File: src/rtl/spi_feed_pkg.sv
// Shared types and width helpers for the SPI transmit feeder.
// Holds the FSM state encoding and the FIFO entry and timer widths.
package spi_feed_pkg;

    typedef enum logic [1:0] {
        IDLE,
        START,
        SHIFT,
        GAP
    } feed_state_e;

    // A FIFO entry is {edge_shape, data}.
    function automatic int entry_w(input int data_w);
        return data_w + 1;
    endfunction

    // The timer is shared by START and GAP, so it is sized for the larger limit.
    function automatic int timer_w(input int start_timeout, input int gap_cycles);
        int m;
        m = (start_timeout > gap_cycles) ? start_timeout : gap_cycles;
        return $clog2(m + 1);
    endfunction

    localparam int DATA_W_DEF  = 16;
    localparam int ENTRY_W     = entry_w(DATA_W_DEF);
    localparam int TIMER_W     = timer_w(15, 4);

endpackage

File: src/rtl/spi_feed_fifo.sv
// Small synchronous FIFO with an asynchronous active-low reset.
// Overflow and underflow are blocked internally, so callers may be loose with push/pop.
module spi_feed_fifo #(
    parameter int WIDTH = 17,
    parameter int DEPTH = 4
) (
    input  logic                     clk,
    input  logic                     rst_n,
    input  logic                     push,
    input  logic                     pop,
    input  logic [WIDTH-1:0]         wdata,
    output logic [WIDTH-1:0]         head,
    output logic                     full,
    output logic                     empty,
    output logic [$clog2(DEPTH):0]   level
);

    localparam int AW = $clog2(DEPTH);

    logic [WIDTH-1:0] mem [DEPTH];
    logic [AW-1:0]    wr_ptr;
    logic [AW-1:0]    rd_ptr;
    logic             do_push;
    logic             do_pop;

    assign full    = (level == (AW+1)'(DEPTH));
    assign empty   = (level == '0);
    assign do_push = push && !full;
    assign do_pop  = pop && !empty;
    assign head    = mem[rd_ptr];

    always_ff @(posedge clk) begin
        if (do_push) mem[wr_ptr] <= wdata;
    end

    // DEPTH is a power of two, so pointers wrap on their natural width.
    always_ff @(posedge clk or negedge rst_n) begin
        if (!rst_n) begin
            wr_ptr <= '0;
            rd_ptr <= '0;
            level  <= '0;
        end else begin
            if (do_push) wr_ptr <= wr_ptr + 1'b1;
            if (do_pop)  rd_ptr <= rd_ptr + 1'b1;
            case ({do_push, do_pop})
                2'b10:   level <= level + 1'b1;
                2'b01:   level <= level - 1'b1;
                default: level <= level;
            endcase
        end
    end

endmodule

File: src/rtl/spi_tx_feeder.sv
// Queues setpoint words and launches them one at a time into the SPI transmitter,
// enforcing an inter-frame gap and flagging a transmitter that never starts.
module spi_tx_feeder
    import spi_feed_pkg::*;
#(
    parameter int DATA_W        = 16,
    parameter int FIFO_DEPTH    = 4,
    parameter int GAP_CYCLES    = 4,
    parameter int START_TIMEOUT = 15
) (
    input  logic                          i_Clk,
    input  logic                          i_Rst_L,
    input  logic                          i_Wr_Valid,
    input  logic [DATA_W-1:0]             i_Wr_Data,
    input  logic                          i_Wr_EdgeShape,
    output logic                          o_Wr_Ready,
    input  logic                          i_Tx_Ready,
    output logic                          o_Tx_Enable,
    output logic [DATA_W-1:0]             o_Tx_Data,
    output logic                          o_Tx_EdgeShape,
    output logic [$clog2(FIFO_DEPTH):0]   o_Level,
    output logic                          o_Busy,
    input  logic                          i_Err_Clear,
    output logic                          o_Err_Timeout
);

    localparam int EW = entry_w(DATA_W);
    localparam int TW = timer_w(START_TIMEOUT, GAP_CYCLES);

    feed_state_e   state, state_nxt;
    logic [TW-1:0] timer, timer_nxt;
    logic [EW-1:0] head;
    logic          full, empty;
    logic          push, launch;
    logic          en_nxt, err_set;

    assign o_Wr_Ready = !full;
    assign push       = i_Wr_Valid && !full;
    assign o_Busy     = !empty || (state != IDLE);

    spi_feed_fifo #(
        .WIDTH (EW),
        .DEPTH (FIFO_DEPTH)
    ) u_fifo (
        .clk   (i_Clk),
        .rst_n (i_Rst_L),
        .push  (push),
        .pop   (launch),
        .wdata ({i_Wr_EdgeShape, i_Wr_Data}),
        .head  (head),
        .full  (full),
        .empty (empty),
        .level (o_Level)
    );

    always_comb begin
        state_nxt = state;
        timer_nxt = timer;
        en_nxt    = 1'b0;
        launch    = 1'b0;
        err_set   = 1'b0;
        case (state)
            IDLE: begin
                if (!empty && i_Tx_Ready) begin
                    launch    = 1'b1;
                    en_nxt    = 1'b1;
                    timer_nxt = '0;
                    state_nxt = START;
                end
            end
            START: begin
                // Enable is held for at most START_TIMEOUT clocks; the word is dropped on timeout.
                if (!i_Tx_Ready) begin
                    state_nxt = SHIFT;
                end else if (timer == TW'(START_TIMEOUT - 1)) begin
                    err_set   = 1'b1;
                    timer_nxt = '0;
                    state_nxt = GAP;
                end else begin
                    en_nxt    = 1'b1;
                    timer_nxt = timer + 1'b1;
                end
            end
            SHIFT: begin
                if (i_Tx_Ready) begin
                    timer_nxt = '0;
                    state_nxt = GAP;
                end
            end
            GAP: begin
                if (timer == TW'(GAP_CYCLES - 1)) state_nxt = IDLE;
                else                              timer_nxt = timer + 1'b1;
            end
            default: state_nxt = IDLE;
        endcase
    end

    always_ff @(posedge i_Clk or negedge i_Rst_L) begin
        if (!i_Rst_L) begin
            state          <= IDLE;
            timer          <= '0;
            o_Tx_Enable    <= 1'b0;
            o_Tx_Data      <= '0;
            o_Tx_EdgeShape <= 1'b0;
            o_Err_Timeout  <= 1'b0;
        end else begin
            state       <= state_nxt;
            timer       <= timer_nxt;
            o_Tx_Enable <= en_nxt;
            if (launch) {o_Tx_EdgeShape, o_Tx_Data} <= head;
            if (err_set)          o_Err_Timeout <= 1'b1;
            else if (i_Err_Clear) o_Err_Timeout <= 1'b0;
        end
    end

endmodule

File: config.mk
export PLATFORM = sky130hd
export DESIGN_NAME = spi_tx_feeder
export DESIGN_NICKNAME = d
export VERILOG_FILES = /design/src/rtl/spi_feed_pkg.sv /design/src/rtl/spi_feed_fifo.sv /design/src/rtl/spi_tx_feeder.sv
export SDC_FILE = /design/constraint.sdc
export NUM_CORES = 1
export LEC_CHECK = 0
export CORE_UTILIZATION = 51
export DETAILED_ROUTE_END_ITERATION = 10
export GPL_TIMING_DRIVEN = 1
export PLACE_DENSITY = 0.83
export SKIP_CTS_REPAIR_TIMING = 1
export SYNTH_ARGS = -nofsm -noshare
export SYNTH_HDL_FRONTEND = slang
export SYNTH_SLANG_ARGS = --single-unit
export TNS_END_PERCENT = 10
File: constraint.sdc
create_clock -name i_Clk -period 5.4 [get_ports i_Clk]
set_clock_uncertainty 0.05 [all_clocks]
set_input_delay 0.81 -clock i_Clk [delete_from_list [all_inputs] [get_ports i_Clk]]
set_output_delay 0.81 -clock i_Clk [all_outputs]
set_load 0.02 [all_outputs]
After elaboration in Yosys (flattened, before gate mapping)
Memory sizes are Yosys's and may differ from the RTL's. A register that Yosys moved wholly into a read port is not among the register bits.
Index checks and enable logic that the tools add are counted.
{ "totals": {"input_bits": 22, "ramBits": 68, "out_inout_bits": 24, "reg_bits": 15, "elab_cells": 67, "n_memories": 1} }
{ "classes": {"n_mux": 25, "n_addsub": 5, "reduce_logical": 15, "n_eq_ne": 14} }
{ "memory_table": {"columns": ["name", "words", "width", "rd", "rd_clocked_by_memory_dff", "wr", "line_no", "rtl"], "rows": [
  ["u_fifo.mem", 4, 17, 1, 1, 1, "spi_feed_fifo.sv:20", "logic [WIDTH-1:0] mem [DEPTH];"]
]} }
{ "op_table": {"columns": ["operator", "n"], "rows": [
  ["4-bit two-way mux", 5],
  ["4-bit one-hot mux with 4 select lines", 1],
  ["1-bit two-way mux", 11],
  ["2-bit two-way mux", 5],
  ["2-bit inequality test, second input constant", 5],
  ["2-bit one-hot mux with 4 select lines", 1],
  ["4-bit AND reduction", 2],
  ["2-bit equality test, second input constant", 3],
  ["3-bit one-hot mux with 2 select lines", 1],
  ["2-bit nonzero test", 3],
  ["2-bit by 1-bit adder with 2-bit output, second input constant", 2],
  ["4-bit by 1-bit adder with 4-bit output, second input constant", 1],
  ["2-bit by 1-bit equality test with 1-bit output, second input constant", 2],
  ["4-bit by 2-bit equality test with 1-bit output, second input constant", 1],
  ["4-bit equality test, second input constant", 1],
  ["1-bit logical AND", 4],
  ["3-bit by 1-bit adder with 3-bit output, second input constant", 1],
  ["3-bit equality test, second input constant", 1],
  ["1-bit logical NOT", 3],
  ["3-bit logical NOT", 1],
  ["3-bit inequality test, second input constant", 1],
  ["3-bit by 1-bit subtractor with 3-bit output, second input constant", 1],
  ["2-bit logical NOT", 1],
  ["1-bit one-hot mux with 2 select lines", 1],
  ["1-bit logical OR", 1]
]} }

Depth between registers and ports, before layout
{ "depth": {"depth_word": 8, "ltp_mapped": 10, "depth_no_buf": 10} }

Modules after synthesis
A second synthesis with hierarchy kept.
{ "unflattened": {"hier_cells": 250, "area_unflattened_um2": 4080.2} }
{ "modules_own_cells": {"columns": ["module", "area_each_um2", "instances", "cells_each", "seq_area_each_um2"], "rows": [
  ["spi_feed_fifo", 2921.6, 1, 126, 2217.1],
  ["spi_tx_feeder", 1158.6, 1, 124, 625.6]
]} }

Worst setup path before layout
No wires, ideal clock.
{ "synth_timing": {"kind": "input to register", "start": "in i_Tx_Ready", "end": "reg u_fifo.level[2]", "path_buffers": 1, "setup_time_ns": 0.080, "required_ns": 5.270, "path_stages": 8, "arrival_ns": 2.228, "setup_slack_ns": 3.042, "cell_sequence": "o311a_2 -> buf_2 -> ha_1 -> inv_1 -> fa_1 -> xor2_1 -> nor2_1 -> xor2_1"} }
{ "synth_via": {"elab_chain_len": 6, "word_cells_on_any_way": 8, "classes_between": "eq/ne: 2; mux: 3; reduce/logical: 3"} }
{ "synth_rtl": {"columns": ["element", "line_no", "rtl"], "rows": [
  ["from (decl)", "spi_tx_feeder.sv:17", "input logic i_Tx_Ready,"],
  ["1-bit logical AND *", "spi_tx_feeder.sv:64", "if (!empty && i_Tx_Ready) begin"],
  ["1-bit two-way mux *", "spi_tx_feeder.sv:64", null],
  ["1-bit two-way mux *", "spi_tx_feeder.sv:62", "case (state)"],
  ["1-bit logical AND *", "spi_feed_fifo.sv:29", "assign do_pop = pop && !empty;"],
  ["net u_fifo.do_pop", "spi_feed_fifo.sv:24", "logic do_pop;"],
  ["2-bit by 1-bit equality test with 1-bit output or 2-bit equality test (tied branches)", "spi_feed_fifo.sv:45", "case ({do_push, do_pop})"],
  ["3-bit one-hot mux with 2 select lines or 2-bit nonzero test (tied branches)", null, null],
  ["to (signal assigned)", "spi_feed_fifo.sv:46", "2'b10: level <= level + 1'b1;"],
  ["to (signal assigned)", "spi_feed_fifo.sv:47", "2'b01: level <= level - 1'b1;"],
  ["to (signal assigned)", "spi_feed_fifo.sv:48", "default: level <= level;"],
  ["to (decl)", "spi_feed_fifo.sv:15", "output logic [$clog2(DEPTH):0] level"]
]} }
Mark *: on every way through the listed nets, which the timed path passes. The rest lies on a longest branch.
A chain may end at the register's enable or synchronous reset.

Final worst setup path
{ "layout_timing": {"start": "reg state[0]", "end": "out o_Busy"} }
{ "layout_via": {"elab_chain_len": 2} }
{ "layout_rtl": {"columns": ["element", "line_no", "rtl"], "rows": [
  ["from (decl)", "spi_tx_feeder.sv:30", "feed_state_e state, state_nxt;"],
  ["from (signal assigned)", "spi_tx_feeder.sv:107", "state <= state_nxt;"],
  ["2-bit nonzero test", "spi_tx_feeder.sv:39", "assign o_Busy = !empty || (state != IDLE);"],
  ["1-bit logical OR", "spi_tx_feeder.sv:39", null],
  ["to (decl)", "spi_tx_feeder.sv:22", "output logic o_Busy,"]
]} }
No other way between the ends.

==> out/metrics.yaml <==
run_status:
  status: "completed"
synth:
  synthAdderAreaFrac: 0.0417
  postSynthCellCount: 213
  synth_compound_area_frac: 0.0365
  syn_nets: 248
  synth_top_area_share: 0.501
  synth_area_leaders: "edfxtp_1 50%, dfrtp_1 20%, mux4_2 9.4%"
  ys_warn_count: 0
  yosys.cell_types.count: 37
  avgSynthCellArea_um2: 19.1
  synth-seq-cells: 100
  synth_top_family_by_area: "multiplexers"
  syn_area_um2: 4080
  synth_xor_area_frac: 0.0129
  yosys.area_share.simple: 0.0291
  synth_mux_area_frac: 0.158
  synth_top_area_cell: "edfxtp_1"
  ys_seq_area_frac: 0.697
final_layout:
  drive_gt1_frac: 0.187
  fillers: 563
  seqCellArea_um2: 2840
  multiInputGateArea_um2: 1140
  final_cells: 370
  diodes: 0
  final_net_count: 298
  synthToLayoutAreaGrowth_pct: 17.3
global_route:
  antenna_found_initial: 0
  first_global_vias: 2092
  grt_max_degree: 33
  grt_first_pass_wirelength_um: 10500
  grt_usage: 0.172
  grt_overflow: 0
placed_design:
  place_hpwl_um: 4130
  place_congestion: 0.792
  numPortBuffers: 45
  place_inst: 354
drt:
  first_iter_violations: 55
  vias: 1976
  drc: 0
  wire_per_inst_um: 17.3
  avgViaCountPerCell: 5.34
  ant_nets: 0
  finalWirelength_um: 6410
  drt-pass1-iter-count: 4
timing:
  max_freq_mhz: 322
  finalSetupViolations: 0
  tns_ps: 0
  timing.slew.headroom: 0.246
  layout_min_cycle_time_ps: 3110
  rsz0062_at_grt: "false"
  drv_slew: 0
  finalCritPeriodShare: 0.576
  tightest_slew_ps: 1130
  hold_viol_final: 0
pwr:
  p_leak_nw: 1.79
  switching_share: 0.328
  power.switching_mw: 0.849
  intPower_mw: 1.74
  power_frac_comb: 0.359
  irDropWorstVdd_mv: 0.295
  clkPwrFrac: 0.169
  p_seq_frac: 0.471
  powerDensity_nw_per_um2: 541
critical_path:
  worst-path-max-fanout: 5
  start_kind: "flop"
  worst_setup_path_end_kind: "output port"
  reg2reg_slack_ps: 2680
  criticalPathCategory: "flop to output port"
  required_ps: 4540
  r2r_end: "u_fifo.level[2]"
  cp-startpoint: "state[0]"
  cp.arrival_ps: 2250
  r2r-start: "state[0]"
  reg2reg_depth: 9
  worstSetupEndpoint: "o_Busy"
clocking:
  clk_pin_slew_ps: 100
  cts_buffers: 9
  htree_levels: 3
  cts.path.max_buffers: 2
  cts_tree: "built"
  clock-root-buffer: "clkbuf_8"
  cts.sinks: 100
  clk_latency_ps: 370
hold_path:
  hold_path_class: "input port to async pin"
floorplanning:
  design.core.area_um2: 7730
  row_count: 32
  dieArea_um2: 8360
  io_pins: 46
  die_h_um: 91.4
  initial_core_util: 0.528
  die_w_um: 91.4
flow_run:
  cap_violations: 0
==> worst min-delay path by stage <==
stage	start	endpoint	slack (ps)	cells after the start
2_1_floorplan	i_Rst_L	o_Err_Timeout	460	0
3_3_place_gp	o_Tx_Data[5]	o_Tx_Data[5]	430	1
3_5_place_dp	o_Tx_Data[4]	o_Tx_Data[4]	430	1
4_1_cts	o_Tx_Data[4]	o_Tx_Data[4]	450	1
5_1_grt	o_Tx_Data[4]	o_Tx_Data[4]	460	1
6_report	i_Rst_L	o_Err_Timeout	450	1
==> cell type report <==
cell class              instances  share of cell area
repair buffers                 45              0.0931
inverters                      13              0.0102
clock inverters                 7              0.0123
multi-input cells              94               0.238
clock buffers                   9              0.0259
well taps                     102              0.0267
flip-flops and latches        100               0.594
==> cell usage after synthesis <==
cell type / n
edfxtp_1: 68
dfrtp_1: 32
mux4_2: 17
inv_1: 13
ha_1: 12
mux2_4: 10
mux2_1: 9
and3_1: 4
buf_2: 4
xnor2_1: 4
a22o_1: 3
nand2_1: 3
nand3_1: 3
nor2_1: 3
a211o_1: 2
a21oi_1: 2
o21ai_0: 2
o22ai_1: 2
xor2_1: 2
a211oi_1: 1
a21o_1: 1
a311o_2: 1
a31o_1: 1
and2_1: 1
buf_12: 1
buf_6: 1
fa_1: 1
mux2_2: 1
nand2_4: 1
nor2b_1: 1
nor3_1: 1
nor3b_1: 1
o21bai_4: 1
o311a_2: 1
o31ai_1: 1
or2_1: 1
or4b_4: 1
==> flip-flops by register name, summed over array words and instances (netlist names) <==
register and count:
u_fifo.wr_ptr 2, o_Tx_Enable 1, u_fifo.level 3, state 2
u_fifo.mem 68, o_Tx_EdgeShape 1, timer 4, o_Err_Timeout 1
o_Tx_Data 16, u_fifo.rd_ptr 2
==> critical path, cell delays in order, from the launching register on <==
cell and delay [ps]:
dfrtp_1 420, inv_1 150, ha_1 260, or4b_4 510, clkdlybuf4s50_1 550
==> layout by cell type, fill, tap and decap left out, drive strengths merged <==
master and count:
a311o 1, o22ai 2, a211oi 1, a21o 1
a21oi 2, fa 1, a31o 1, and3 4
nor3 1, nand3 3, nand2 4, inv 16
nor2b 1, nor3b 1, buf 1, or4b 1
dfrtp 32, o21bai 1, xor2 2, a22o 3
mux2 20, a211o 2, clkbuf 9, clkinv 4
or2 1, nor2 3, mux4 17, o31ai 1
edfxtp 68, clkdlybuf4s50 44, o311a 1, xnor2 4
and2 1, ha 12, o21ai 2
==> per-layer routing <==
layer / routed length (um) / global-route usage / vias to the layer above
met1: 2740 / 0.207 / 1006
met4: 55 / 0.0489 / 0
met2: 3320 / 0.292 / 46
li1: - / - / 919
met5: 0 / 0 / -
met3: 302 / 0.0611 / 5
==> per-stage QoR <==
| step | setup WS [ps] | power [mW] | area (um2) | utilization | hold WS [ps] |
|---|---|---|---|---|---|
| after floorplan | 3040 | 1.87 | 4080 | - | 462 |
| after global placement | 2130 | 2.15 | 4600 | 0.595 | 426 |
| after detailed placement | 2080 | 2.18 | 4600 | 0.595 | 428 |
| after CTS | 2270 | 2.62 | 4780 | 0.619 | 451 |
| after global routing | 2190 | 2.74 | 4780 | 0.619 | 463 |
| final | 2290 | 2.59 | 4780 | 0.619 | 447 |
==> power by group through the flow <==
| stage | registers (mW) | logic, mW | clock network [mW] |
|---|---|---|---|
| floorplan | 1.24 | 0.627 | 0 |
| global placement | 1.23 | 0.918 | 0 |
| detailed placement | 1.24 | 0.943 | 0 |
| CTS | 1.23 | 0.944 | 0.453 |
| global route | 1.25 | 1.01 | 0.485 |
| finish | 1.22 | 0.930 | 0.438 |
==> logic make-up after synthesis <==
logic type,Yosys count
multiplexers,37
adder cells (fa/ha/maj),13
AND/OR/NAND/NOR,20
XOR/XNOR,6
flip-flops,100
buffers and inverters,19
AO/OA/AOI/OAI,18
No activity file was read; power rests on OpenSTA's default activity.
